[src/rtl/pipe_adder_pkg.sv]
// +--------------------------------------------------------------------------+
// | pipe_adder_pkg : shared mode encoding for the pipelined adder/subtractor |
// | Revision 1.0                                                             |
// +--------------------------------------------------------------------------+
`default_nettype none

package pipe_adder_pkg;

   typedef enum logic {
      MODE_ADD = 1'b0,
      MODE_SUB = 1'b1
   } mode_e;

endpackage : pipe_adder_pkg

`default_nettype wire

[src/rtl/pipe_adder_if.sv]
// +--------------------------------------------------------------------------+
// | pipe_adder_if : operand/result handshake bundle of pipe_adder            |
// | Revision 1.0                                                             |
// +--------------------------------------------------------------------------+
`default_nettype none

interface pipe_adder_if #(
   parameter int DATA_WIDTH = 8
) ();
   import pipe_adder_pkg::*;

   logic                  in_valid;
   logic                  in_ready;
   mode_e                 mode;
   logic [DATA_WIDTH-1:0] a;
   logic [DATA_WIDTH-1:0] b;
   logic                  out_valid;
   logic                  out_ready;
   logic [DATA_WIDTH-1:0] result;
   logic                  carry_out;
   logic                  overflow;

   modport master (
      output in_valid, mode, a, b, out_ready,
      input  in_ready, out_valid, result, carry_out, overflow
   );

   modport slave (
      input  in_valid, mode, a, b, out_ready,
      output in_ready, out_valid, result, carry_out, overflow
   );

endinterface : pipe_adder_if

`default_nettype wire

[src/rtl/pipe_adder_stage.sv]
// +--------------------------------------------------------------------------+
// | pipe_adder_stage : one SEG-bit carry segment plus its pipeline register  |
// | Revision 1.0                                                             |
// +--------------------------------------------------------------------------+
`default_nettype none

module pipe_adder_stage #(
   parameter int DATA_WIDTH = 8,
   parameter int SEG        = 4,
   parameter int IDX        = 0
) (
   input  wire logic                  clk,
   input  wire logic                  rst_n,
   input  wire logic                  up_valid,
   output logic                       up_ready,
   input  wire logic [DATA_WIDTH-1:0] up_a,
   input  wire logic [DATA_WIDTH-1:0] up_b,
   input  wire logic [DATA_WIDTH-1:0] up_sum,
   input  wire logic                  up_carry,
   output logic                       down_valid,
   input  wire logic                  down_ready,
   output logic [DATA_WIDTH-1:0]      down_a,
   output logic [DATA_WIDTH-1:0]      down_b,
   output logic [DATA_WIDTH-1:0]      down_sum,
   output logic                       down_carry
);

   localparam int LSB = IDX * SEG;

   logic                  valid_q, valid_d;
   logic [DATA_WIDTH-1:0] a_q, a_d;
   logic [DATA_WIDTH-1:0] b_q, b_d;
   logic [DATA_WIDTH-1:0] sum_q, sum_d;
   logic                  carry_q, carry_d;
   logic [SEG:0]          seg_sum;

   always_comb begin
      up_ready = !valid_q || down_ready;
      seg_sum  = {1'b0, up_a[LSB +: SEG]} + {1'b0, up_b[LSB +: SEG]}
               + {{SEG{1'b0}}, up_carry};
      valid_d  = valid_q;
      a_d      = a_q;
      b_d      = b_q;
      sum_d    = sum_q;
      carry_d  = carry_q;
      // Operands travel whole so the last stage can recover the MSB carry-in.
      if (up_ready) begin
         valid_d              = up_valid;
         a_d                  = up_a;
         b_d                  = up_b;
         sum_d                = up_sum;
         sum_d[LSB +: SEG]    = seg_sum[SEG-1:0];
         carry_d              = seg_sum[SEG];
      end
   end

   always_ff @(posedge clk) begin
      if (!rst_n) begin
         valid_q <= 1'b0;
      end else begin
         valid_q <= valid_d;
      end
   end

   always_ff @(posedge clk) begin
      a_q     <= a_d;
      b_q     <= b_d;
      sum_q   <= sum_d;
      carry_q <= carry_d;
   end

   assign down_valid = valid_q;
   assign down_a     = a_q;
   assign down_b     = b_q;
   assign down_sum   = sum_q;
   assign down_carry = carry_q;

endmodule : pipe_adder_stage

`default_nettype wire

[src/rtl/pipe_adder.sv]
// +--------------------------------------------------------------------------+
// | pipe_adder : STAGES-deep segmented adder/subtractor with valid/ready     |
// | Revision 1.0                                                             |
// +--------------------------------------------------------------------------+
`default_nettype none

module pipe_adder
   import pipe_adder_pkg::*;
#(
   parameter int DATA_WIDTH = 8,
   parameter int STAGES     = 2
) (
   input  wire logic   clk,
   input  wire logic   rst_n,
   pipe_adder_if.slave bus
);

   localparam int SEG = DATA_WIDTH / STAGES;

   if (DATA_WIDTH < 2 || STAGES < 1 || (DATA_WIDTH % STAGES) != 0) begin : g_bad_params
      $error("pipe_adder: DATA_WIDTH must be >= 2 and divisible by STAGES >= 1");
   end

   logic                  s_valid [STAGES+1];
   logic                  s_ready [STAGES+1];
   logic [DATA_WIDTH-1:0] s_a     [STAGES+1];
   logic [DATA_WIDTH-1:0] s_b     [STAGES+1];
   logic [DATA_WIDTH-1:0] s_sum   [STAGES+1];
   logic                  s_carry [STAGES+1];
   logic                  sub_op;
   logic                  msb_carry_in;
   logic                  unused_low_bits;

   // Subtraction is a + ~b + 1: invert b and seed the chain with carry 1.
   assign sub_op           = (bus.mode == MODE_SUB);
   assign s_valid[0]       = bus.in_valid;
   assign s_a[0]           = bus.a;
   assign s_b[0]           = sub_op ? ~bus.b : bus.b;
   assign s_sum[0]         = '0;
   assign s_carry[0]       = sub_op;
   assign s_ready[STAGES]  = bus.out_ready;

   for (genvar k = 0; k < STAGES; k++) begin : g_stage
      pipe_adder_stage #(
         .DATA_WIDTH (DATA_WIDTH),
         .SEG        (SEG),
         .IDX        (k)
      ) u_stage (
         .clk        (clk),
         .rst_n      (rst_n),
         .up_valid   (s_valid[k]),
         .up_ready   (s_ready[k]),
         .up_a       (s_a[k]),
         .up_b       (s_b[k]),
         .up_sum     (s_sum[k]),
         .up_carry   (s_carry[k]),
         .down_valid (s_valid[k+1]),
         .down_ready (s_ready[k+1]),
         .down_a     (s_a[k+1]),
         .down_b     (s_b[k+1]),
         .down_sum   (s_sum[k+1]),
         .down_carry (s_carry[k+1])
      );
   end

   assign msb_carry_in    = s_a[STAGES][DATA_WIDTH-1] ^ s_b[STAGES][DATA_WIDTH-1]
                          ^ s_sum[STAGES][DATA_WIDTH-1];
   assign unused_low_bits = ^{s_a[STAGES][DATA_WIDTH-2:0], s_b[STAGES][DATA_WIDTH-2:0]};

   assign bus.in_ready  = rst_n & s_ready[0];
   assign bus.out_valid = s_valid[STAGES];
   assign bus.result    = s_valid[STAGES] ? s_sum[STAGES] : '0;
   assign bus.carry_out = s_valid[STAGES] & s_carry[STAGES];
   assign bus.overflow  = s_valid[STAGES] & (msb_carry_in ^ s_carry[STAGES]);

`ifdef FORMAL
   logic [DATA_WIDTH:0] ref_q [STAGES];

   always_ff @(posedge clk) begin
      if (s_ready[0]) begin
         ref_q[0] <= sub_op ? ({1'b0, bus.a} + {1'b0, ~bus.b} + 1'b1)
                            : ({1'b0, bus.a} + {1'b0, bus.b});
      end
      for (int k = 1; k < STAGES; k++) begin
         if (s_ready[k]) ref_q[k] <= ref_q[k-1];
      end
   end

   a_stall_stable: assert property (@(posedge clk) disable iff (!rst_n)
      bus.out_valid && !bus.out_ready |=>
         $stable(bus.result) && $stable(bus.carry_out) && $stable(bus.overflow));

   a_result_ref: assert property (@(posedge clk) disable iff (!rst_n)
      bus.out_valid |-> {bus.carry_out, bus.result} == ref_q[STAGES-1]);
`endif

endmodule : pipe_adder

`default_nettype wire

[src/flat_wrapper.sv]
// flat-port wrapper written by rule: the top's interface ports become plain ports
module pipe_adder_flat import pipe_adder_pkg::*;
#(
   parameter int DATA_WIDTH = 8,
   parameter int STAGES     = 2
)
  (clk, rst_n, bus_in_valid, bus_mode, bus_a, bus_b, bus_out_ready, bus_in_ready, bus_out_valid, bus_result, bus_carry_out, bus_overflow);
  pipe_adder_if #(.DATA_WIDTH(DATA_WIDTH)) bus_i ();
  input  wire logic clk;
  input  wire logic rst_n;
  input wire logic [$bits(bus_i.in_valid)-1:0] bus_in_valid;
  input wire logic [$bits(bus_i.mode)-1:0] bus_mode;
  input wire logic [$bits(bus_i.a)-1:0] bus_a;
  input wire logic [$bits(bus_i.b)-1:0] bus_b;
  input wire logic [$bits(bus_i.out_ready)-1:0] bus_out_ready;
  output wire logic [$bits(bus_i.in_ready)-1:0] bus_in_ready;
  output wire logic [$bits(bus_i.out_valid)-1:0] bus_out_valid;
  output wire logic [$bits(bus_i.result)-1:0] bus_result;
  output wire logic [$bits(bus_i.carry_out)-1:0] bus_carry_out;
  output wire logic [$bits(bus_i.overflow)-1:0] bus_overflow;
  assign bus_i.in_valid = bus_in_valid;
  assign bus_i.mode = bus_mode;
  assign bus_i.a = bus_a;
  assign bus_i.b = bus_b;
  assign bus_i.out_ready = bus_out_ready;
  assign bus_in_ready = bus_i.in_ready;
  assign bus_out_valid = bus_i.out_valid;
  assign bus_result = bus_i.result;
  assign bus_carry_out = bus_i.carry_out;
  assign bus_overflow = bus_i.overflow;
  pipe_adder #(.DATA_WIDTH(DATA_WIDTH), .STAGES(STAGES)) u_core (.clk(clk), .rst_n(rst_n), .bus(bus_i));
endmodule
[config.mk]
export PLATFORM = sky130hd
export DESIGN_NAME = pipe_adder_flat
export DESIGN_NICKNAME = d
export VERILOG_FILES = /design/src/rtl/pipe_adder_pkg.sv /design/src/rtl/pipe_adder_if.sv /design/src/rtl/pipe_adder_stage.sv /design/src/rtl/pipe_adder.sv /design/src/flat_wrapper.sv
export SDC_FILE = /design/constraint.sdc
export NUM_CORES = 1
export LEC_CHECK = 0
export BUFFER_PORTS_ARGS = -buffer_cell sky130_fd_sc_hd__buf_4
export CORE_ASPECT_RATIO = 0.9
export CORE_MARGIN = 3
export CORE_UTILIZATION = 40
export CTS_CLUSTER_SIZE = 8
export DETAILED_ROUTE_END_ITERATION = 7
export GPL_TIMING_DRIVEN = 0
export MAX_ROUTING_LAYER = met4
export RECOVER_POWER = 25
export SETUP_SLACK_MARGIN = 0.3
export SYNTH_ARGS = -nofsm -noshare
export SYNTH_HDL_FRONTEND = slang
export SYNTH_HIERARCHICAL = 1
export SYNTH_SLANG_ARGS = --single-unit
[constraint.sdc]
create_clock -name clk -period 3 [get_ports clk]
set_input_delay 0.45 -clock clk [delete_from_list [all_inputs] [get_ports clk]]
set_output_delay 0.45 -clock clk [all_outputs]
set_load 0.01 [all_outputs]
==> reports/qor.csv, run 1 <==
stage,metric,value,unit
power_and_ir_drop,Clk pwr share,20.2,%
clocking,CTS tree,built,
power_and_ir_drop,Internal Power,0.0006452,W
critical_path,crit path DAT,2010,ps
finish,antenna diode count,0,
power_and_ir_drop,LEAKAGE,0.7011,nW
power_and_ir_drop,P per Cell Area,525.1,nW/um^2
floorplanning,die area,3846,um^2
sta,Final Skew,1.322,ps
power_and_ir_drop,Sw Share,22.38,%
critical_path,Crit Path Category,register to output port,
critical_path,Reg2Reg Depth,6,
finish,Layout area overhead,26.12,%
critical_path,required time worst endpoint,2550,ps
power_and_ir_drop,Combinational Power Share,19.7,%
clocking,CTS Root Cell,clkbuf_4,
finish,most frequent cells in the layout,"buf_4, edfxtp_1, and2_1, inv_1, xor2_1",
yosys,Syn Area/Cell,14.42,um^2
drt,DRC violations left,0,
clocking,CTS resizes,1,
global_routing,global-route wire length before repair,2.829,mm
drt,DRT antenna net count,0,
yosys,Yosys warnings,6,
yosys,Post-Syn Nets,118,
clocking,post-CTS setup buffers,0,
global_routing,GR Util met2,17.78,%
placement,HPWL after detailed placement,1.371,mm
sta,Final period util,81.98,%
clocking,CTS buffer count,3,
drt,drt initial violations,9,
finish,Final Net Count,155,
global_routing,largest net degree at the start of global routing,16,
critical_path,Worst Setup SP,u_core/g_stage[1].u_stage/down_valid,
critical_path,Worst setup endpoint,bus_in_ready,
global_routing,grt ovf,0,
outcome,status,completed,
finish,share of cells above drive strength 1,32.52,%
finish,"leading cell type in the layout, fill and taps excluded",buf_4,
placement,global placement routability congestion,0.6847,
drt,DRT Wirelength,1.680,mm
floorplanning,Die Ht,59.14,um
critical_path,CP max FO,15,
drt,Vias,694,
critical_path,Worst Setup End Kind,output port,
sta,minimum clock period,2459,ps
yosys,instance count of the mapped netlist,87,
finish,final core utilization,55.34,%
finish,Seq. cell area,760.7,um^2
global_routing,vias in the first global route,700,
floorplanning,CORE AREA,2860,um^2
critical_path,Startpoint Class,register,
drt,number of vias per cell,4.258,
power_and_ir_drop,Max VDD drop,224.1,uV
clocking,Skew-Pair Late Insertion Delay,310,ps
floorplanning,Starting Density,43.88,%
global_routing,GRT Overall Usage,9.860,%
drt,DR WL/cell,10.31,um
global_routing,met3 Use GR,1.328,%
sta,Slew HR,64.16,%
sta,Final Hold Viols,0,
power_and_ir_drop,NetSw,0.0001860,W
sta,final slew viol count,0,
global_routing,GR peak layer,met2,
sta,setup violators final,0,
hold_path,Worst Hold Class,primary input to register,
critical_path,r2r endpoint,u_core/g_stage[1].u_stage/down_carry,
drt,drt first pass iters,2,
global_routing,initial antenna violation count,0,
critical_path,R2R Path Start,u_core/g_stage[0].u_stage/down_a[4],
clocking,Post-CTS Hold Fix Bufs,0,
flow_run,# Max-Cap Violations,0,
placement,Port Buf Inserts,32,
floorplanning,I/O pin count,33,
global_routing,M1 GR Usage,10.59,%
clocking,H-tree depth,1,
sta,Max Fclk,406.6,MHz
floorplanning,# rows,18,
finish,multi-input logic area,454.2,um^2
sta,Least-Margin Pin Slew,537.7,ps
power_and_ir_drop,register share of total power,60.1,%
sta,Setup TNS,0,ps
clocking,clock sink total,26,
finish,fill cell count,247,
sta,setup repair after global routing missed its margin,false,
clocking,Clock Tree Buf Depth,2,
floorplanning,die width,65.04,um
clocking,Worst-path clk slew,130,ps
critical_path,R2R Setup Slk,1340,ps
yosys,Post-Syn Area,1255,um^2
==> layout make-up <==
cell class	instances	area share [%]
multi-input cells	50	28.70
repair buffers	32	15.18
well taps	40	3.162
clock buffers	4	2.292
flip-flops and latches	26	48.06
inverters	10	2.372
plain buffers	1	0.2372
==> flip-flops by register name (all words and copies together) (netlist names) <==
signal / cells
u_core/g_stage.u_stage/down_valid: 2
u_core/g_stage.u_stage/down_carry: 2
u_core/g_stage.u_stage/down_b: 5
u_core/g_stage.u_stage/down_sum: 12
u_core/g_stage.u_stage/down_a: 5
==> metrics by stage <==
| step | instance area (um^2) | cells | hold slack (ps) | power (W) | worst slack, ps |
|---|---|---|---|---|---|
| 2_1_floorplan | 1255 | 87 | 400.3 | 0.0006109 | 1036 |
| 3_3_place_gp | 1545 | 159 | 408.0 | 0.0006705 | 582.3 |
| 3_5_place_dp | 1545 | 159 | 404.5 | 0.0006771 | 568.3 |
| 4_1_cts | 1584 | 163 | 288.5 | 0.0008462 | 447.8 |
| 5_1_grt | 1583 | 163 | 316.7 | 0.0008802 | 306.4 |
| 6_report | 1583 | 163 | 330.6 | 0.0008311 | 540.6 |
==> worst min path at each step <==
stage | cells after the start | from | to
CTS | 1 | bus_a[7] | u_core/g_stage[0].u_stage/down_a[7]
global route | 1 | bus_a[6] | u_core/g_stage[0].u_stage/down_a[6]
global placement | 0 | u_core/g_stage[0].u_stage/down_sum[2] | u_core/g_stage[1].u_stage/down_sum[2]
floorplan | 0 | u_core/g_stage[0].u_stage/down_sum[0] | u_core/g_stage[1].u_stage/down_sum[0]
finish | 1 | bus_a[7] | u_core/g_stage[0].u_stage/down_a[7]
detailed placement | 0 | u_core/g_stage[0].u_stage/down_sum[3] | u_core/g_stage[1].u_stage/down_sum[3]
==> power by group through the flow <==
| stage | Combinational [W] | Clock, W | Sequential [W] |
|---|---|---|---|
| after global placement | 0.000163 | 0 | 0.000507 |
| after CTS | 0.000169 | 0.000177 | 0.000500 |
| after detailed placement | 0.000168 | 0 | 0.000509 |
| after global routing | 0.000187 | 0.000186 | 0.000507 |
| final | 0.000164 | 0.000168 | 0.000499 |
| after floorplan | 0.000108 | 0 | 0.000503 |
==> worst max-delay path: stages, from the launching register on <==
cell	delay (ps)
dfxtp_1	500
nand2b_1	370
nand2b_2	480
and2_1	220
buf_4	140
==> metal layers <==
metal  wire length, um  share of wire, %
met5                 0                 0
met2               859                51
met3               101               6.0
met1               695                41
met4                23               1.4
(Power assumes the default switching activity.)
==> inputs of run 2 (changes only) <==
- ABC_AREA: not set -> 1
- clock period: 3 -> 2.2 ns (I/O delays scaled with it)
==> run 2 against run 1 <==
  * Final area rose by 8.6%
  * Critical path depth rose by 3
  * Routed wire length rose by 19%
  * Global-route usage rose by 1.4 points
  * Critical path type is now primary input to register
  * Critical endpoint is now u_core/g_stage[0].u_stage/down_sum[2]
  * Highest routed layer unchanged
==> reports/qor.csv, run 2 <==
stage,metric,value,unit,change
placement,global placement routability congestion,0.8364,,+22%
clocking,clock sink total,26,,unchanged
critical_path,Reg2Reg Depth,4,,-2
clocking,CTS tree,built,,
finish,non-filler instance count after layout,205,,+26%
floorplanning,Die Ht,61.09,um,+3.3%
global_routing,GR peak layer,met2,,
floorplanning,I/O pin count,33,,unchanged
hold_path,Worst Hold Class,primary input to register,,
floorplanning,die area,4106,um^2,+6.7%
critical_path,critical path's slowest cell,clkbuf_1,,
placement,placed cells,201,,+26%
critical_path,crit-path leading delay family,adder cells,,
critical_path,R2R Path Start,u_core/g_stage[0].u_stage/down_a[4],,
global_routing,M1 GR Usage,12.10,%,+1.5 points
critical_path,Startpoint Class,primary input,,
finish,Layout area overhead,27.46,%,
floorplanning,# rows,19,,+1
sta,Slew HR,66.34,%,+2.2 points
yosys,Syn Area/Cell,10.62,um^2,-26%
drt,drt first pass iters,4,,+2
critical_path,crit path DAT,1930,ps,-80 ps
clocking,CTS Root Cell,clkbuf_8,,
critical_path,"Largest stage delay, worst path",400,ps,-100 ps
critical_path,Worst setup endpoint,u_core/g_stage[0].u_stage/down_sum[2],,
critical_path,Crit path depth,7,,+3
drt,number of vias per cell,4.307,,+1.2%
power_and_ir_drop,Power Total,0.001313,W,+58%
drt,DRT antenna net count,0,,unchanged
critical_path,r2r endpoint,u_core/g_stage[1].u_stage/down_sum[5],,
finish,antenna diode count,0,,unchanged
global_routing,grt ovf,0,,unchanged
yosys,instance count of the mapped netlist,127,,+46%
global_routing,global-route wire length before repair,3.277,mm,+16%
critical_path,critical-path cell list,"buf_4, clkbuf_1, xor2_1, fa_1, inv_1, fa_1, xnor2_1",,
clocking,post-CTS setup buffers,0,,unchanged
placement,Port Buf Inserts,32,,unchanged
clocking,Skew-Pair Late Insertion Delay,270,ps,-40 ps
yosys,Post-Syn Nets,158,,+34%
finish,Largest register FFs,12,,unchanged
flow_run,# Max-Cap Violations,0,,unchanged
sta,Final Skew,1.934,ps,+0.6121 ps
finish,share of cells above drive strength 1,26.38,%,-6.1 points
critical_path,Crit Path Category,primary input to register,,
critical_path,Worst Setup SP,bus_mode,,
clocking,H-tree depth,1,,unchanged
critical_path,"most used cell, CP",fa_1,,
yosys,Yosys warnings,6,,unchanged
power_and_ir_drop,LEAKAGE,0.8913,nW,+27%
sta,final slew viol count,0,,unchanged
sta,Least-Margin Pin Slew,504.9,ps,-32.79 ps
clocking,CTS buffer count,3,,unchanged
critical_path,Worst Setup End Kind,register,,
outcome,status,completed,,
critical_path,crit path buf inv count,3,,+2
global_routing,vias in the first global route,830,,+19%
global_routing,largest net degree at the start of global routing,16,,unchanged
finish,fill cell count,283,,+15%
drt,DRT Wirelength,1.993,mm,+19%
floorplanning,Starting Density,42.98,%,-0.89 points
finish,most frequent cells in the layout,"inv_1, buf_4, nand2_1",,
sta,Max Fclk,525.8,MHz,
sta,setup ws final,298.2,ps,-242.4 ps
global_routing,initial antenna violation count,0,,unchanged
drt,DRC violations left,0,,unchanged
sta,setup repair after global routing missed its margin,false,,
critical_path,required time worst endpoint,2220,ps,-330 ps
drt,Vias,883,,+27%
global_routing,met3 Use GR,2.737,%,+1.4 points
drt,drt initial violations,21,,+12
clocking,Clock Tree Buf Depth,2,,unchanged
sta,Final period util,86.44,%,
placement,HPWL after detailed placement,1.644,mm,+20%
floorplanning,die width,67.21,um,+3.3%
power_and_ir_drop,P per Cell Area,763.9,nW/um^2,+45%
yosys,Post-Syn Area,1349,um^2,+7.5%
placement,"worst slack, placed",201.6,ps,-366.6 ps
sta,Final Hold Viols,0,,unchanged
sta,setup violators final,0,,unchanged
critical_path,CP max FO,8,,-7
finish,Final Instance Area,1719,um^2,+8.6%
power_and_ir_drop,Max VDD drop,337.7,uV,+51%
sta,minimum clock period,1902,ps,
floorplanning,CORE AREA,3138,um^2,+9.7%
clocking,Worst-path clk slew,80,ps,-50 ps
drt,DR WL/cell,9.722,um,-5.7%
sta,Setup TNS,0,ps,unchanged
global_routing,GRT Overall Usage,11.22,%,+1.4 points
critical_path,R2R Setup Slk,630,ps,-710 ps
global_routing,GR Util met2,19.19,%,+1.4 points
placement,placed cell area,1642,um^2,+6.2%
finish,Final Net Count,195,,+26%
finish,"leading cell type in the layout, fill and taps excluded",inv_1,,
[run 2: per-stage QoR]
stage | hold slack [ps] | utilization (%)
after floorplan | 400.3 | -
after global placement | 406.9 | 52.31
after detailed placement | 407.2 | 52.31
after CTS | 223.7 | 54.74
after global routing | 236.6 | 54.78
final | 255.6 | 54.78
[run 2: area by class of cell]
class	instances	area [um^2]	share of cell area, %
Sequential cell	26	760.7	44.25
Multi-Input combinational cell	68	460.4	26.78
Timing Repair Buffer	32	240.2	13.97
Inverter	31	116.4	6.769
Tap cell	42	52.55	3.057
Clock buffer	3	41.29	2.402
Clock inverter	1	30.03	1.747
Buffer	2	17.52	1.019
[run 2: worst min path at each step]
| stage | from | end | slack [ps] | cells past startpoint |
|---|---|---|---|---|
| 6_report | bus_a[4] | u_core/g_stage[0].u_stage/down_a[4] | 260 | 1 |
| 4_1_cts | bus_a[4] | u_core/g_stage[0].u_stage/down_a[4] | 220 | 1 |
| 3_5_place_dp | u_core/g_stage[0].u_stage/down_sum[1] | u_core/g_stage[1].u_stage/down_sum[1] | 410 | 0 |
| 5_1_grt | bus_a[4] | u_core/g_stage[0].u_stage/down_a[4] | 240 | 1 |
| 2_1_floorplan | u_core/g_stage[0].u_stage/down_sum[0] | u_core/g_stage[1].u_stage/down_sum[0] | 400 | 0 |
| 3_3_place_gp | u_core/g_stage[0].u_stage/down_sum[1] | u_core/g_stage[1].u_stage/down_sum[1] | 410 | 0 |
[run 2: routing by layer]
metal | routed length [um] | vias to the layer above
met5 | 0 | -
met4 | 38 | 0
met3 | 109 | 4
met2 | 1022 | 26
met1 | 822 | 389
li1 | - | 464
[run 2: power breakdown]
| part | leakage [nW] | switching [W] | internal, W |
|---|---|---|---|
| Combinational | 0.585 | 0.000128 | 0.000120 |
| Clock | 0.0357 | 0.000141 | 0.000243 |
| Sequential | 0.271 | 0.0000318 | 0.000649 |
[run 2: repair_timing]
item / 4_1_cts / 5_1_grt
setup endpoints to repair: 1 / 1
hold buffers: 0 / 0
gates resized for setup: 2 / 1
cloned: 0 / 0
